**src/rtl/sn76489_bus_writer.sv**
```systemverilog
// sn76489_bus_writer: buffers PSG command bytes from a valid/ready stream and
// plays each one onto the SN76489 write port (ti_D, ti_nWE, ti_nCE) using the
// chip's READY handshake. It also generates the PSG clock-enable tick.
//
// Handshake: a byte transfers on a CLK100MHZ edge where in_valid && in_ready.
// in_ready depends only on the FIFO fill level and never on in_valid.
module sn76489_bus_writer #(
    parameter int CLK_DIV       = 28,
    parameter int FIFO_DEPTH    = 4,
    parameter int READY_TIMEOUT = 64,
    parameter int GAP_TICKS     = 2
) (
    input  logic       CLK100MHZ,
    input  logic       CPU_RESETN,
    input  logic [7:0] in_data,
    input  logic       in_valid,
    output logic       in_ready,
    output logic       ti_clk,
    output logic [7:0] ti_D,
    output logic       ti_nWE,
    output logic       ti_nCE,
    input  logic       ti_READY,
    output logic       busy,
    output logic       timeout_err,
    output logic [2:0] state_dbg_o
);

    localparam int DIV_W = (CLK_DIV > 2) ? $clog2(CLK_DIV) : 1;
    localparam int PTR_W = (FIFO_DEPTH > 2) ? $clog2(FIFO_DEPTH) : 1;
    localparam int CNT_W = PTR_W + 1;
    localparam int TO_W  = $clog2(READY_TIMEOUT + 1);
    localparam int GAP_W = (GAP_TICKS > 1) ? $clog2(GAP_TICKS + 1) : 1;

    typedef enum logic [2:0] {
        IDLE     = 3'd0,
        SETUP    = 3'd1,
        STROBE   = 3'd2,
        WAIT_RDY = 3'd3,
        RELEASE  = 3'd4
    } state_t;

    state_t             state_q, state_d;
    logic [DIV_W-1:0]   div_q, div_d;
    logic               tick;
    logic               ti_clk_q;
    logic               rdy_s1_q, rdy_s_q;
    logic [7:0]         mem_q [FIFO_DEPTH];
    logic [PTR_W-1:0]   rd_ptr_q, wr_ptr_q;
    logic [CNT_W-1:0]   count_q, count_d;
    logic               push, pop;
    logic [TO_W-1:0]    to_cnt_q, to_cnt_d;
    logic [GAP_W-1:0]   gap_cnt_q, gap_cnt_d;
    logic               err_set;
    logic               err_q;
    logic [7:0]         d_q;
    logic               strobe_n_q;

    // Tick divider: div wraps at CLK_DIV-1; tick marks the last cycle of a period.
    assign tick  = (div_q == DIV_W'(CLK_DIV - 1));
    assign div_d = tick ? '0 : div_q + 1'b1;

    // Free-running divider and registered tick pulse.
    always_ff @(posedge CLK100MHZ or negedge CPU_RESETN) begin
        if (!CPU_RESETN) begin
            div_q    <= '0;
            ti_clk_q <= 1'b0;
        end else begin
            div_q    <= div_d;
            ti_clk_q <= tick;
        end
    end

    // Double-flop READY into CLK100MHZ; idle level of READY is high.
    always_ff @(posedge CLK100MHZ or negedge CPU_RESETN) begin
        if (!CPU_RESETN) begin
            rdy_s1_q <= 1'b1;
            rdy_s_q  <= 1'b1;
        end else begin
            rdy_s1_q <= ti_READY;
            rdy_s_q  <= rdy_s1_q;
        end
    end

    assign in_ready = (count_q != CNT_W'(FIFO_DEPTH));
    assign push     = in_valid && in_ready;

    // FIFO storage; contents need no reset because count gates every read.
    always_ff @(posedge CLK100MHZ) begin
        if (push) mem_q[wr_ptr_q] <= in_data;
    end

    // Fill level: simultaneous push and pop cancel out.
    always_comb begin
        count_d = count_q;
        case ({push, pop})
            2'b10:   count_d = count_q + 1'b1;
            2'b01:   count_d = count_q - 1'b1;
            default: count_d = count_q;
        endcase
    end

    // FIFO pointers and fill level; pointers wrap modulo FIFO_DEPTH.
    always_ff @(posedge CLK100MHZ or negedge CPU_RESETN) begin
        if (!CPU_RESETN) begin
            rd_ptr_q <= '0;
            wr_ptr_q <= '0;
            count_q  <= '0;
        end else begin
            if (push) wr_ptr_q <= wr_ptr_q + 1'b1;
            if (pop)  rd_ptr_q <= rd_ptr_q + 1'b1;
            count_q <= count_d;
        end
    end

    // Write sequencer next state; every transition waits for a tick.
    always_comb begin
        state_d   = state_q;
        pop       = 1'b0;
        to_cnt_d  = to_cnt_q;
        gap_cnt_d = gap_cnt_q;
        err_set   = 1'b0;
        if (tick) begin
            case (state_q)
                IDLE: begin
                    if (count_q != '0) begin
                        pop     = 1'b1;
                        state_d = SETUP;
                    end
                end
                SETUP: begin
                    to_cnt_d = '0;
                    state_d  = STROBE;
                end
                STROBE: begin
                    to_cnt_d = to_cnt_q + 1'b1;
                    if (to_cnt_d == TO_W'(READY_TIMEOUT)) begin
                        // Chip never answered: drop the byte and move on.
                        err_set   = 1'b1;
                        gap_cnt_d = '0;
                        state_d   = RELEASE;
                    end else if (!rdy_s_q) begin
                        state_d = WAIT_RDY;
                    end
                end
                WAIT_RDY: begin
                    to_cnt_d = to_cnt_q + 1'b1;
                    if (rdy_s_q) begin
                        gap_cnt_d = '0;
                        state_d   = RELEASE;
                    end else if (to_cnt_d == TO_W'(READY_TIMEOUT)) begin
                        err_set   = 1'b1;
                        gap_cnt_d = '0;
                        state_d   = RELEASE;
                    end
                end
                RELEASE: begin
                    if (gap_cnt_q == GAP_W'(GAP_TICKS - 1)) begin
                        state_d = IDLE;
                    end else begin
                        gap_cnt_d = gap_cnt_q + 1'b1;
                    end
                end
                default: state_d = IDLE;
            endcase
        end
    end

    // Sequencer state, counters and registered PSG-side outputs.
    always_ff @(posedge CLK100MHZ or negedge CPU_RESETN) begin
        if (!CPU_RESETN) begin
            state_q    <= IDLE;
            to_cnt_q   <= '0;
            gap_cnt_q  <= '0;
            err_q      <= 1'b0;
            d_q        <= 8'h00;
            strobe_n_q <= 1'b1;
        end else begin
            state_q    <= state_d;
            to_cnt_q   <= to_cnt_d;
            gap_cnt_q  <= gap_cnt_d;
            err_q      <= err_q | err_set;
            if (pop) d_q <= mem_q[rd_ptr_q];
            // Strobes follow the next state so they change with ti_clk.
            strobe_n_q <= !((state_d == STROBE) || (state_d == WAIT_RDY));
        end
    end

    assign ti_clk      = ti_clk_q;
    assign ti_D        = d_q;
    assign ti_nWE      = strobe_n_q;
    assign ti_nCE      = strobe_n_q;
    assign timeout_err = err_q;
    assign busy        = (state_q != IDLE) || (count_q != '0);
    assign state_dbg_o = state_q;

endmodule

```
**config.mk**
```make
export PLATFORM = sky130hd
export DESIGN_NAME = sn76489_bus_writer
export DESIGN_NICKNAME = d
export VERILOG_FILES = /design/src/rtl/sn76489_bus_writer.sv
export SDC_FILE = /design/constraint.sdc
export NUM_CORES = 1
export LEC_CHECK = 0
export ABC_AREA = 0
export CORE_ASPECT_RATIO = 1.25
export CORE_MARGIN = 4
export CORE_UTILIZATION = 60
export CTS_BUF_LIST = sky130_fd_sc_hd__clkbuf_4 sky130_fd_sc_hd__clkbuf_8 sky130_fd_sc_hd__clkbuf_16
export CTS_CLUSTER_DIAMETER = 150
export DETAILED_ROUTE_END_ITERATION = 8
export PLACE_DENSITY = 0.83
export SLEW_MARGIN = 10
export SYNTH_ARGS = -nofsm -noshare
export SYNTH_HDL_FRONTEND = slang
export SYNTH_SLANG_ARGS = --single-unit
```
**constraint.sdc**
```tcl
create_clock -name CLK100MHZ -period 5.4 [get_ports CLK100MHZ]
set_input_delay 1.62 -clock CLK100MHZ [delete_from_list [all_inputs] [get_ports CLK100MHZ]]
set_output_delay 1.62 -clock CLK100MHZ [all_outputs]
set_load 0.02 [all_outputs]
```
# ---- Word level (Yosys, flattened, before mapping)
# Memory sizes are Yosys's and may differ from the RTL's. A register that Yosys moved wholly into a read port is not among the register bits.
# Index checks and enable logic that the tools add are counted.
dict set report classes {
  n_addsub 7
  eq_ne 13
  n_mux 24
  bitwise_logic 1
  n_reduce_logical 14
}
# op n
set ops {}
lappend ops {{3-bit two-way mux} 7}
lappend ops {{3-bit case mux with 5 select lines} 1}
lappend ops {{7-bit case mux with 2 select lines} 1}
lappend ops {{3-bit by 2-bit == test with 1-bit output, second input constant} 4}
lappend ops {{3-bit nonzero test} 3}
lappend ops {{1-bit two-way mux} 8}
lappend ops {{7-bit by 1-bit adder with 7-bit output, second input constant} 1}
lappend ops {{7-bit == test, second input constant} 1}
lappend ops {{2-bit by 1-bit adder with 2-bit output, second input constant} 3}
lappend ops {{2-bit two-way mux} 3}
lappend ops {{2-bit case mux with 3 select lines} 1}
lappend ops {{3-bit case mux with 2 select lines} 1}
lappend ops {{5-bit by 1-bit adder with 5-bit output, second input constant} 1}
lappend ops {{5-bit == test, second input constant} 1}
lappend ops {{5-bit two-way mux} 1}
lappend ops {{2-bit by 1-bit == test with 1-bit output, second input constant} 2}
lappend ops {{2-bit nonzero test} 2}
lappend ops {{3-bit by 1-bit adder with 3-bit output, second input constant} 1}
lappend ops {{3-bit by 1-bit == test with 1-bit output, second input constant} 1}
lappend ops {{3-bit == test, second input constant} 1}
lappend ops {{3-bit zero test} 1}
lappend ops {{3-bit inequality test, second input constant} 1}
lappend ops {{3-bit AND reduction} 1}
lappend ops {{3-bit by 1-bit subtractor with 3-bit output, second input constant} 1}
lappend ops {{other kinds (9)} 11}
dict set report totals {
  regBits 29
  mem_bits_rw 32
  out_inout_bits 17
  memories 1
}
# memory depth width read_ports rd_ports_with_merged_regs wr line
set memory_table {}
lappend memory_table {mem_q 4 8 1 1 1 47} ;# logic [7:0] mem_q [FIFO_DEPTH];

# ---- Longest topological paths before layout
# Gate-level depths: netlist of the first run.
dict set report depth {
  depth_word 9
  ltp_mapped 10
}

# ---- Worst setup path after synthesis of the first run
# OpenSTA, ideal clock, no wires.
dict set report synth_path {
  path_type {input to register}
  startpoint {in in_valid}
  endpoint {reg count_q[2]}
  setup_ns 0.079
  arrival_ns 2.787
  required_ns 5.321
  path_slack_ns 2.534
  cell_stages 8
  path_buffers 0
  path_cell_list {and2_1 inv_1 ha_1 inv_1 fa_1 xor2_1 nor2_1 xor2_1}
}
dict set report synth_between {
  elab_chain_cells 3
}
# item line
set synth_rtl {}
lappend synth_rtl {{start: declaration} 16} ;# input logic in_valid,
lappend synth_rtl {{1-bit logical AND (*)} 85} ;# assign push = in_valid && in_ready;
lappend synth_rtl {{2-bit by 1-bit == test with 1-bit output or 2-bit == test (tied branches)} 95} ;# case ({push, pop})
lappend synth_rtl {{3-bit case mux with 2 select lines or 2-bit nonzero test (tied branches)} -}
lappend synth_rtl {{end signal: assignment} 111} ;# count_q <= count_d;
lappend synth_rtl {{end: declaration} 49} ;# logic [CNT_W-1:0] count_q, count_d;
# Mark *: on every way between the ends. The rest lies on a longest branch, timed or not.
# A chain may end at the register's enable or synchronous reset.

# ---- Worst setup path after layout of the first run
dict set report layout_path {
  startpoint {reg count_q[2]}
  endpoint {out busy}
}
dict set report layout_between {
  elab_chain_cells 2
}
# item line
set layout_rtl {}
lappend layout_rtl {{3-bit nonzero test} 193} ;# assign busy = (state_q != IDLE) || (count_q != '0);
lappend layout_rtl {{1-bit logical OR} 193}
lappend layout_rtl {{end: declaration} 23} ;# output logic busy,
# No other way between the ends.

==> impl_metrics.yaml, run 1 <==
critical_path:
  cp.required_ps: 3780
  crit_end: "busy"
  arrival_ps: 1910
  critical-path-top-delay-family: "simple AND/OR/NAND/NOR gates"
  cpPeakStageDelay_ps: 560
  startpoint_type: "flop"
  crit_fanout: 3
  cp_num_buf_inv: 1
  timing.rr.start: "div_q[0]$_DFF_PN0_"
  worst_setup_path_end_kind: "output port"
  rr_worst_depth: 9
  crit_type: "reg -> out"
  reg2reg_slack_ps: 2470
  cpMaxStageDelayCell: "clkdlybuf4s50_1"
  worst-path-stages: 3
  rr_endpoint: "count_q[2]$_DFFE_PN0P_"
  crit_path_start: "count_q[2]$_DFFE_PN0P_"
  path_cells: "nor3_1 -> nand3b_1 -> clkdlybuf4s50_1"
cts:
  post_cts_buffers: 0
  cts_sinks: 69
  cts_max_level: 3
  clkLatencyLatePin_ps: 330
  cts_resized: 0
  clock-root-buffer: "clkbuf_8"
  cts_buffers: 9
  cts_buffer_depth: 2
  cts_tree: "yes"
  clkTransAtPathRegs_ps: 80
  cts_hold_buf: 0
die:
  row_count: 28
  start_util_pct: 62.6
  io-pin-count: 29
  die_x_microns: 71.1
  fp.dieH_microns: 86.8
  dieArea_sq_mm: 0.00617
  core-area_sq_mm: 0.00476
global_routing:
  grt_pass1_wl_microns: 9090
  grt.total_usage_pct: 19.7
  grt_max_degree: 38
  grt_overflow: 0
  antenna_found_initial: 0
  first_global_vias: 1829
synth:
  synth_warnings: 0
  synthCells: 207
  synth.cell_area_sq_mm: 0.00298
  syn_nets: 228
  yosys.area.top_type: "edfxtp_1"
  yosysSeqAreaShare_pct: 63.4
  synth_top_area_share_pct: 32.2
  synth_flop_cell: "dfrtp_1"
  synth.area.top_cells: "edfxtp_1 (32%), dfrtp_1 (29%), mux4_2 (6.0%)"
  synth_cell_types: 46
  synthArstFlopShare_pct: 53.6
  synth_common_cells: "dfrtp_1 (34), edfxtp_1 (32), o21ai_0 (13)"
  yosysMostFrequentCell: "dfrtp_1"
  syn_area_per_cell_sq_um: 14.4
  synth-seq-cells: 69
  synth_edf_count: 32
sta:
  maxSlewHeadroom_pct: 44.9
  max_clock_freq_mhz: 284
  setup_tns_ps: 0
  setup_viol_count_final: 0
  period_minus_slack_ps: 3530
  hold_viol: 0
  worstMarginPinSlew_ps: 822
  maxSlewViolCount: 0
  rsz0062_at_grt: "no"
  final.period_utilization_pct: 65.3
  fin_worst_skew_ps: 11.2
detailed_routing:
  drc_errors: 0
  ant_nets: 0
  via_per_inst: 5.95
  drtIter0Drc: 136
  dr.pass1.iters: 5
  wl_microns: 5270
  wire_per_inst_microns: 17.4
  vias: 1803
pwr:
  vdd_drop_max_v: 0.000259
  p_per_area_mw_per_mm2: 410
  finalPower_mw: 1.43
  power_leakage_nw: 1.33
placed_design:
  portBuffers: 28
  dp_hpwl_microns: 3490
  dp_cells: 287
  gp_congestion: 0.845
layout:
  drive_gt1_share_pct: 17.3
  layout.nets: 259
  num_antenna_cells: 0
  area_delta_synth_final_pct: 17.0
  fin_cells: 303
outcome:
  outcome: "finished, final reports clean"
run:
  cap_violations: 0
hold_path:
  holdCritPathClass: "reg -> reg"
power by group:
| part | total (mW) | switching [mW] | internal, mW |
|---|---|---|---|
| clock | 0.423 | 0.205 | 0.219 |
| combinational | 0.294 | 0.145 | 0.149 |
| sequential | 0.712 | 0.0618 | 0.650 |
through the flow:
| step | util (%) | cell area [sq um] | hold slack, ps | setup slack, ps |
|---|---|---|---|---|
| 4_1_cts | 73.3 | 3490 | 368 | 1850 |
| 3_5_place_dp | 69.0 | 3290 | 364 | 1970 |
| 5_1_grt | 73.3 | 3490 | 363 | 1760 |
| 2_1_floorplan | - | 2980 | 345 | 2530 |
| 3_3_place_gp | 69.0 | 3290 | 364 | 2040 |
| 6_report | 73.3 | 3490 | 361 | 1870 |
per-layer routing:
metal | track usage, % | share of wire, %
met4 | 9.23 | 1.5
met5 | 0 | 0
met2 | 33.8 | 54
met1 | 23.7 | 41
met3 | 4.06 | 3.9
cell usage in the layout (no fill, tap or decap), types with 3 or more instances in the layout:
master           instances
inv_6                    3
mux2_2                  10
dfstp_2                  3
xor2_1                   4
inv_1                   11
clkbuf_8                 9
o21ai_0                 13
and3_1                   6
nand2_1                 12
edfxtp_1                32
mux4_2                   8
xnor2_1                  3
clkdlybuf4s50_1         27
a21oi_1                  7
nor2_1                   8
dfrtp_1                 34
nor3_1                   5
o31ai_1                  3
nand3_1                  4
ha_1                     8
worst register-to-register path, cell delays in order, from the launching register on:
cell and delay (ps):
dfrtp_1 380, ha_1 260, nand4b_4 250, nor4b_4 800, ha_1 330, inv_1 60
fa_1 370, xor2_1 150, nor2_1 110, xor2_1 140
kinds of logic after synthesis:
logic type,count (synthesis),synth area share [%]
AO/OA/AOI/OAI,34,7.38
XOR/XNOR,7,2.06
adder cells (fa/ha/maj),9,4.03
buffers and inverters,19,2.94
flip-flops,69,63.4
multiplexers,19,10.2
AND/OR/NAND/NOR,50,10.1
state kept, by name, summed over array words and instances, names as in the netlist, named ones only:
name,count
state_dbg_o,2
ti_D,8
rd_ptr_q,2
wr_ptr_q,2
mem_q,32
timeout_err,1
rdy_s_q,1
count_q,3
ti_clk,1
to_cnt_q,7
rdy_s1_q,1
div_q,5
ti_nCE,1
gap_cnt_q,2
worst min path at each step:
| stage | startpoint | to | slack (ps) | cells after the start |
|---|---|---|---|---|
| 2_1_floorplan | rdy_s1_q$_DFF_PN1_ | rdy_s_q$_DFF_PN1_ | 350 | 0 |
| 3_3_place_gp | rdy_s1_q$_DFF_PN1_ | rdy_s_q$_DFF_PN1_ | 360 | 0 |
| 3_5_place_dp | rdy_s1_q$_DFF_PN1_ | rdy_s_q$_DFF_PN1_ | 360 | 0 |
| 4_1_cts | rdy_s1_q$_DFF_PN1_ | rdy_s_q$_DFF_PN1_ | 370 | 0 |
| 5_1_grt | rdy_s1_q$_DFF_PN1_ | rdy_s_q$_DFF_PN1_ | 360 | 0 |
| 6_report | rdy_s1_q$_DFF_PN1_ | rdy_s_q$_DFF_PN1_ | 360 | 0 |
cell type report:
class / instances / area [sq um]
clock inverter: 7 / 80.1
multi-input combinational: 119 / 1000
sequential: 69 / 1890
tap: 60 / 75.1
clock buffer: 9 / 124
inverter: 11 / 41.3
fill: 339 / 1270
timing repair buffer: 28 / 275
(Power assumes the default switching activity.)
==> run 2, diff against run 1 <==
--- a/config.mk
+++ b/config.mk
@@ -8,11 +8,11 @@
 export ABC_AREA = 0
 export CORE_ASPECT_RATIO = 1.25
 export CORE_MARGIN = 4
-export CORE_UTILIZATION = 60
+export CORE_UTILIZATION = 56
 export CTS_BUF_LIST = sky130_fd_sc_hd__clkbuf_4 sky130_fd_sc_hd__clkbuf_8 sky130_fd_sc_hd__clkbuf_16
 export CTS_CLUSTER_DIAMETER = 150
 export DETAILED_ROUTE_END_ITERATION = 8
-export PLACE_DENSITY = 0.83
+export PLACE_DENSITY = 0.78
 export SLEW_MARGIN = 10
 export SYNTH_ARGS = -nofsm -noshare
 export SYNTH_HDL_FRONTEND = slang
==> constraint.sdc (replaced) <==
create_clock -name CLK100MHZ -period 3.4 [get_ports CLK100MHZ]
set_input_delay 1.02 -clock CLK100MHZ [delete_from_list [all_inputs] [get_ports CLK100MHZ]]
set_output_delay 1.02 -clock CLK100MHZ [all_outputs]
set_load 0.02 [all_outputs]
==> run 2 against run 1 <==
  * Combinational power is 59% higher
  * Global-route usage fell by 1.5 points
  * Hold slack gained 16 ps
  * Cell count is 0.99% higher
  * Critical endpoint unchanged
  * Largest power group unchanged
==> impl_metrics.yaml, run 2 (synthesis gave the netlist of run 1 again) <==
outcome:
  outcome: "finished, final reports clean"
layout:
  drive_gt1_share_pct: 17.6
  mostFrequentLayoutCells: "dfrtp_1 (34), edfxtp_1 (32), clkdlybuf4s50_1 (27), o21ai_0 (13), nand2_1 (12)"
  num_antenna_cells: 0
  largest_reg_flops: 32
  final_common_cell: "dfrtp_1"
  area_delta_synth_final_pct: 18.8
  layout.nets: 260
  top_register: "mem_q"
detailed_routing:
  drc_errors: 0
  vias: 1738
  ant_nets: 0
  via_per_inst: 5.68
  dr.pass1.iters: 4
  wl_microns: 5160
  wire_per_inst_microns: 16.9
  drtIter0Drc: 126
critical_path:
  rr_worst_depth: 10
  crit_fanout: 3
  cp.required_ps: 2380
  crit_type: "reg -> out"
  arrival_ps: 1880
  worst_setup_path_end_kind: "output port"
  startpoint_type: "flop"
sta:
  setup_viol_count_final: 0
  maxSlewHeadroom_pct: 44.8
  setup_slack_ps: 504
  maxSlewViolCount: 0
  fin_worst_skew_ps: 6.32
  period_minus_slack_ps: 2900
  max_clock_freq_mhz: 345
  final.period_utilization_pct: 85.2
  worstMarginPinSlew_ps: 829
  hold_viol: 0
  rsz0062_at_grt: "no"
  setup_tns_ps: 0
global_routing:
  grt.total_usage_pct: 18.1
  grt_overflow: 0
  first_global_vias: 1797
  grt_pass1_wl_microns: 8610
  grt_max_degree: 38
  antenna_found_initial: 0
die:
  core-area_sq_mm: 0.00512
  die_x_microns: 73.3
  io-pin-count: 29
  start_util_pct: 58.3
  fp.dieH_microns: 89.6
  dieArea_sq_mm: 0.00657
  row_count: 29
cts:
  clock-root-buffer: "clkbuf_8"
  cts_tree: "yes"
  clkTransAtPathRegs_ps: 80
  post_cts_buffers: 0
  clkLatencyLatePin_ps: 340
  cts_buffer_depth: 2
  cts_resized: 0
  cts_max_level: 3
  cts_sinks: 69
  cts_hold_buf: 0
  cts_buffers: 9
hold_path:
  hold_path_depth: 0
  holdCritPathClass: "reg -> reg"
pwr:
  vdd_drop_max_v: 0.000494
  power_leakage_nw: 1.37
  p_per_area_mw_per_mm2: 678
  finalPower_mw: 2.40
placed_design:
  portBuffers: 28
  gp_congestion: 0.819
  place_ws_ps: 566
  dp_hpwl_microns: 3460
run:
  cap_violations: 0
run 2: cell count changes in the layout (fill, tap and decap cells not counted), sizes merged:
cell,change
bufinv,+2
clkinv,+2
clkinvlp,-2
inv,-2
buf,+1
run 2: metal layers:
metal	up-vias	GRT usage (%)	part of all wire, %
met5	-	0	0
met4	0	10.6	1.6
met3	6	4.01	4.9
met2	35	30.5	51
met1	859	21.4	43
li1	838	-	-
run 2: through the flow:
step	instance area (sq um)	cells	util [%]	hold slack, ps
after floorplan	2980	207	-	345
after global placement	3300	290	64.4	360
after detailed placement	3300	290	64.4	363
after CTS	3540	306	69.2	381
after global routing	3540	306	69.2	378
final	3540	306	69.2	377
run 2: path summary, 6_finish.rpt:
| kind | to | slack [ps] | startpoint |
|---|---|---|---|
| worst max-delay path | busy | 500 | count_q[2]$_DFFE_PN0P_ |
| worst min-delay path | rdy_s_q$_DFF_PN1_ | 380 | rdy_s1_q$_DFF_PN1_ |
| worst max register to register | count_q[2]$_DFFE_PN0P_ | 820 | div_q[0]$_DFF_PN0_ |
| worst min register to register | rdy_s_q$_DFF_PN1_ | 380 | rdy_s1_q$_DFF_PN1_ |
| max in group asynchronous | wr_ptr_q[0]$_DFFE_PN0P_ | 2100 | CPU_RESETN |
| min in group asynchronous | div_q[4]$_DFF_PN0_ | 780 | CPU_RESETN |
run 2: power by group:
group | switching [mW] | internal, mW | leakage [nW]
Clock | 0.312 | 0.491 | 0.124
Sequential | 0.0988 | 1.03 | 0.749
Combinational | 0.229 | 0.237 | 0.493
Total | 0.640 | 1.76 | 1.37
run 2: layout make-up:
type                            instances  area (sq um)
Sequential cell                        69          1890
Tap cell                               62          77.6
Clock buffer                            9           124
Inverter                               11          41.3
Multi-Input combinational cell        119          1000
Timing Repair Buffer                   29           283
Fill cell                             368          1570
Clock inverter                          7           121
run 2: critical path: stages (launching register included):
cell	delay, ps
dfrtp_1	410
nor3_1	430
nand3b_1	130
clkdlybuf4s50_1	570
==> run 3, diff against run 2 <==
--- a/config.mk
+++ b/config.mk
@@ -13,6 +13,7 @@
 export CTS_CLUSTER_DIAMETER = 150
 export DETAILED_ROUTE_END_ITERATION = 8
 export PLACE_DENSITY = 0.78
+export RECOVER_POWER = 25
 export SLEW_MARGIN = 10
 export SYNTH_ARGS = -nofsm -noshare
 export SYNTH_HDL_FRONTEND = slang
==> run 3 against run 2 <==
  * Clock power barely moved
  * Register-to-register slack worse by 300 ps
  * The run now ends with capacitance limit, slew limit left
  * Hold slack barely moved
  * Highest routed layer unchanged
  * Sequential power barely moved
  * Maximum frequency hardly changed
  * Combinational power barely moved
  * Count of clock-buffer cells in the layout stayed put
  * Critical endpoint unchanged
  * Non-clock buffer count stayed put
==> impl_metrics.yaml, run 3 (synthesis gave the netlist of run 1 again) <==
outcome:
  outcome: "complete, but fails checks"
  violations: "capacitance limit, slew limit"
global_routing:
  grt.total_usage_pct: 18.1
  antenna_found_initial: 0
  first_global_vias: 1797
  grt_max_degree: 38
  grt_overflow: 0
  grt_pass1_wl_microns: 8610
sta:
  rsz0062_at_grt: "no"
  worstMarginPinSlew_ps: 1980
  maxSlewViolCount: 38
  final.period_utilization_pct: 85.2
  setup_tns_ps: 0
  maxSlewHeadroom_pct: -31.8
  fin_worst_skew_ps: 6.45
  setup_viol_count_final: 0
  period_minus_slack_ps: 2900
  hold_viol: 0
  max_clock_freq_mhz: 345
die:
  core-area_sq_mm: 0.00512
  row_count: 29
  start_util_pct: 58.3
  fp.dieH_microns: 89.6
  die_x_microns: 73.3
  io-pin-count: 29
  dieArea_sq_mm: 0.00657
pwr:
  power_leakage_nw: 1.36
  p_per_area_mw_per_mm2: 681
  vdd_drop_max_v: 0.000494
layout:
  area_delta_synth_final_pct: 18.2
  num_antenna_cells: 0
  layout.nets: 260
  final_common_cell: "dfrtp_1"
  design_area_sq_mm: 0.00353
  mostFrequentLayoutCells: "dfrtp_1 (34), edfxtp_1 (32), clkdlybuf4s50_1 (19), o21ai_0 (13), nand2_1 (12)"
  drive_gt1_share_pct: 16.8
  fin_cells: 306
  seqCellArea_sq_mm: 0.00189
  top_register: "mem_q"
  multi_input_area_sq_um: 990
  filler_cell_count: 368
  largest_reg_flops: 32
placed_design:
  gp_congestion: 0.819
  portBuffers: 28
  dp_hpwl_microns: 3460
  dp_cells: 290
  place_area_sq_mm: 0.00330
cts:
  cts_resized: 0
  cts_tree: "yes"
  cts_hold_buf: 0
  clkLatencyLatePin_ps: 340
  clkTransAtPathRegs_ps: 80
  cts_buffers: 9
  post_cts_buffers: 0
  clock-root-buffer: "clkbuf_8"
  cts_max_level: 3
  cts_buffer_depth: 2
  cts_sinks: 69
detailed_routing:
  vias: 1746
  drtIter0Drc: 133
  wire_per_inst_microns: 16.8
  wl_microns: 5160
  drc_errors: 0
  via_per_inst: 5.71
  ant_nets: 0
  dr.pass1.iters: 4
critical_path:
  startpoint_type: "flop"
  reg2reg_slack_ps: 520
  worst_setup_path_end_kind: "output port"
  crit_type: "reg -> out"
  cp.required_ps: 2380
  crit_fanout: 3
  arrival_ps: 1880
run:
  cap_violations: 1
hold_path:
  holdCritPathClass: "reg -> reg"
-- run 3: cell types whose count changed in the layout (fill, tap and decap cells not counted), sizes merged --
cell / change
buf: -1
clkdlybuf4s50: -8
dlygate4sd3: +8
clkbuf: +1
-- run 3: critical path: stages (launching register included) --
cell,delay [ps]
dfrtp_1,410
nor3_1,430
nand3b_1,130
clkdlybuf4s50_1,570
-- run 3: cell type report --
class,count,share of cell area (%)
Timing Repair Buffer,29,7.98
Clock inverter,7,3.44
Clock buffer,9,3.51
Inverter,11,1.17
Tap cell,62,2.20
Sequential cell,69,53.6
Multi-Input combinational cell,119,28.1
-- run 3: per-stage QoR --
| step | power (mW) | worst slack [ps] | hold WS [ps] | util [%] |
|---|---|---|---|---|
| finish | 2.40 | 503 | 377 | 68.9 |
| global route | 2.52 | 354 | 378 | 68.9 |
| CTS | 2.43 | 467 | 381 | 69.2 |
| detailed placement | 1.62 | 566 | 363 | 64.4 |
| global placement | 1.60 | 633 | 360 | 64.4 |
| floorplan | 1.43 | 1090 | 345 | - |
-- run 3: layer usage --
| layer | vias up | share of wire, % | GRT usage [%] |
|---|---|---|---|
| li1 | 838 | - | - |
| met1 | 862 | 43 | 21.4 |
| met2 | 40 | 51 | 30.5 |
| met3 | 6 | 5.1 | 4.01 |
| met4 | 0 | 1.6 | 10.6 |
| met5 | - | 0 | 0 |
-- run 3: worst paths after layout --
check	end	startpoint	cells after the start
setup reg to reg	count_q[2]$_DFFE_PN0P_	div_q[0]$_DFF_PN0_	10
setup / recovery	busy	count_q[2]$_DFFE_PN0P_	3
hold reg to reg	rdy_s_q$_DFF_PN1_	rdy_s1_q$_DFF_PN1_	0
min in group asynchronous	div_q[4]$_DFF_PN0_	CPU_RESETN	1
max in group asynchronous	wr_ptr_q[0]$_DFFE_PN0P_	CPU_RESETN	1
hold / removal	rdy_s_q$_DFF_PN1_	rdy_s1_q$_DFF_PN1_	0
-- run 3: power by group --
part | switching [mW] | internal [mW] | total, mW
sequential | 0.0989 | 1.03 | 1.13
combinational | 0.229 | 0.235 | 0.464
clock | 0.313 | 0.491 | 0.804
total | 0.641 | 1.76 | 2.40
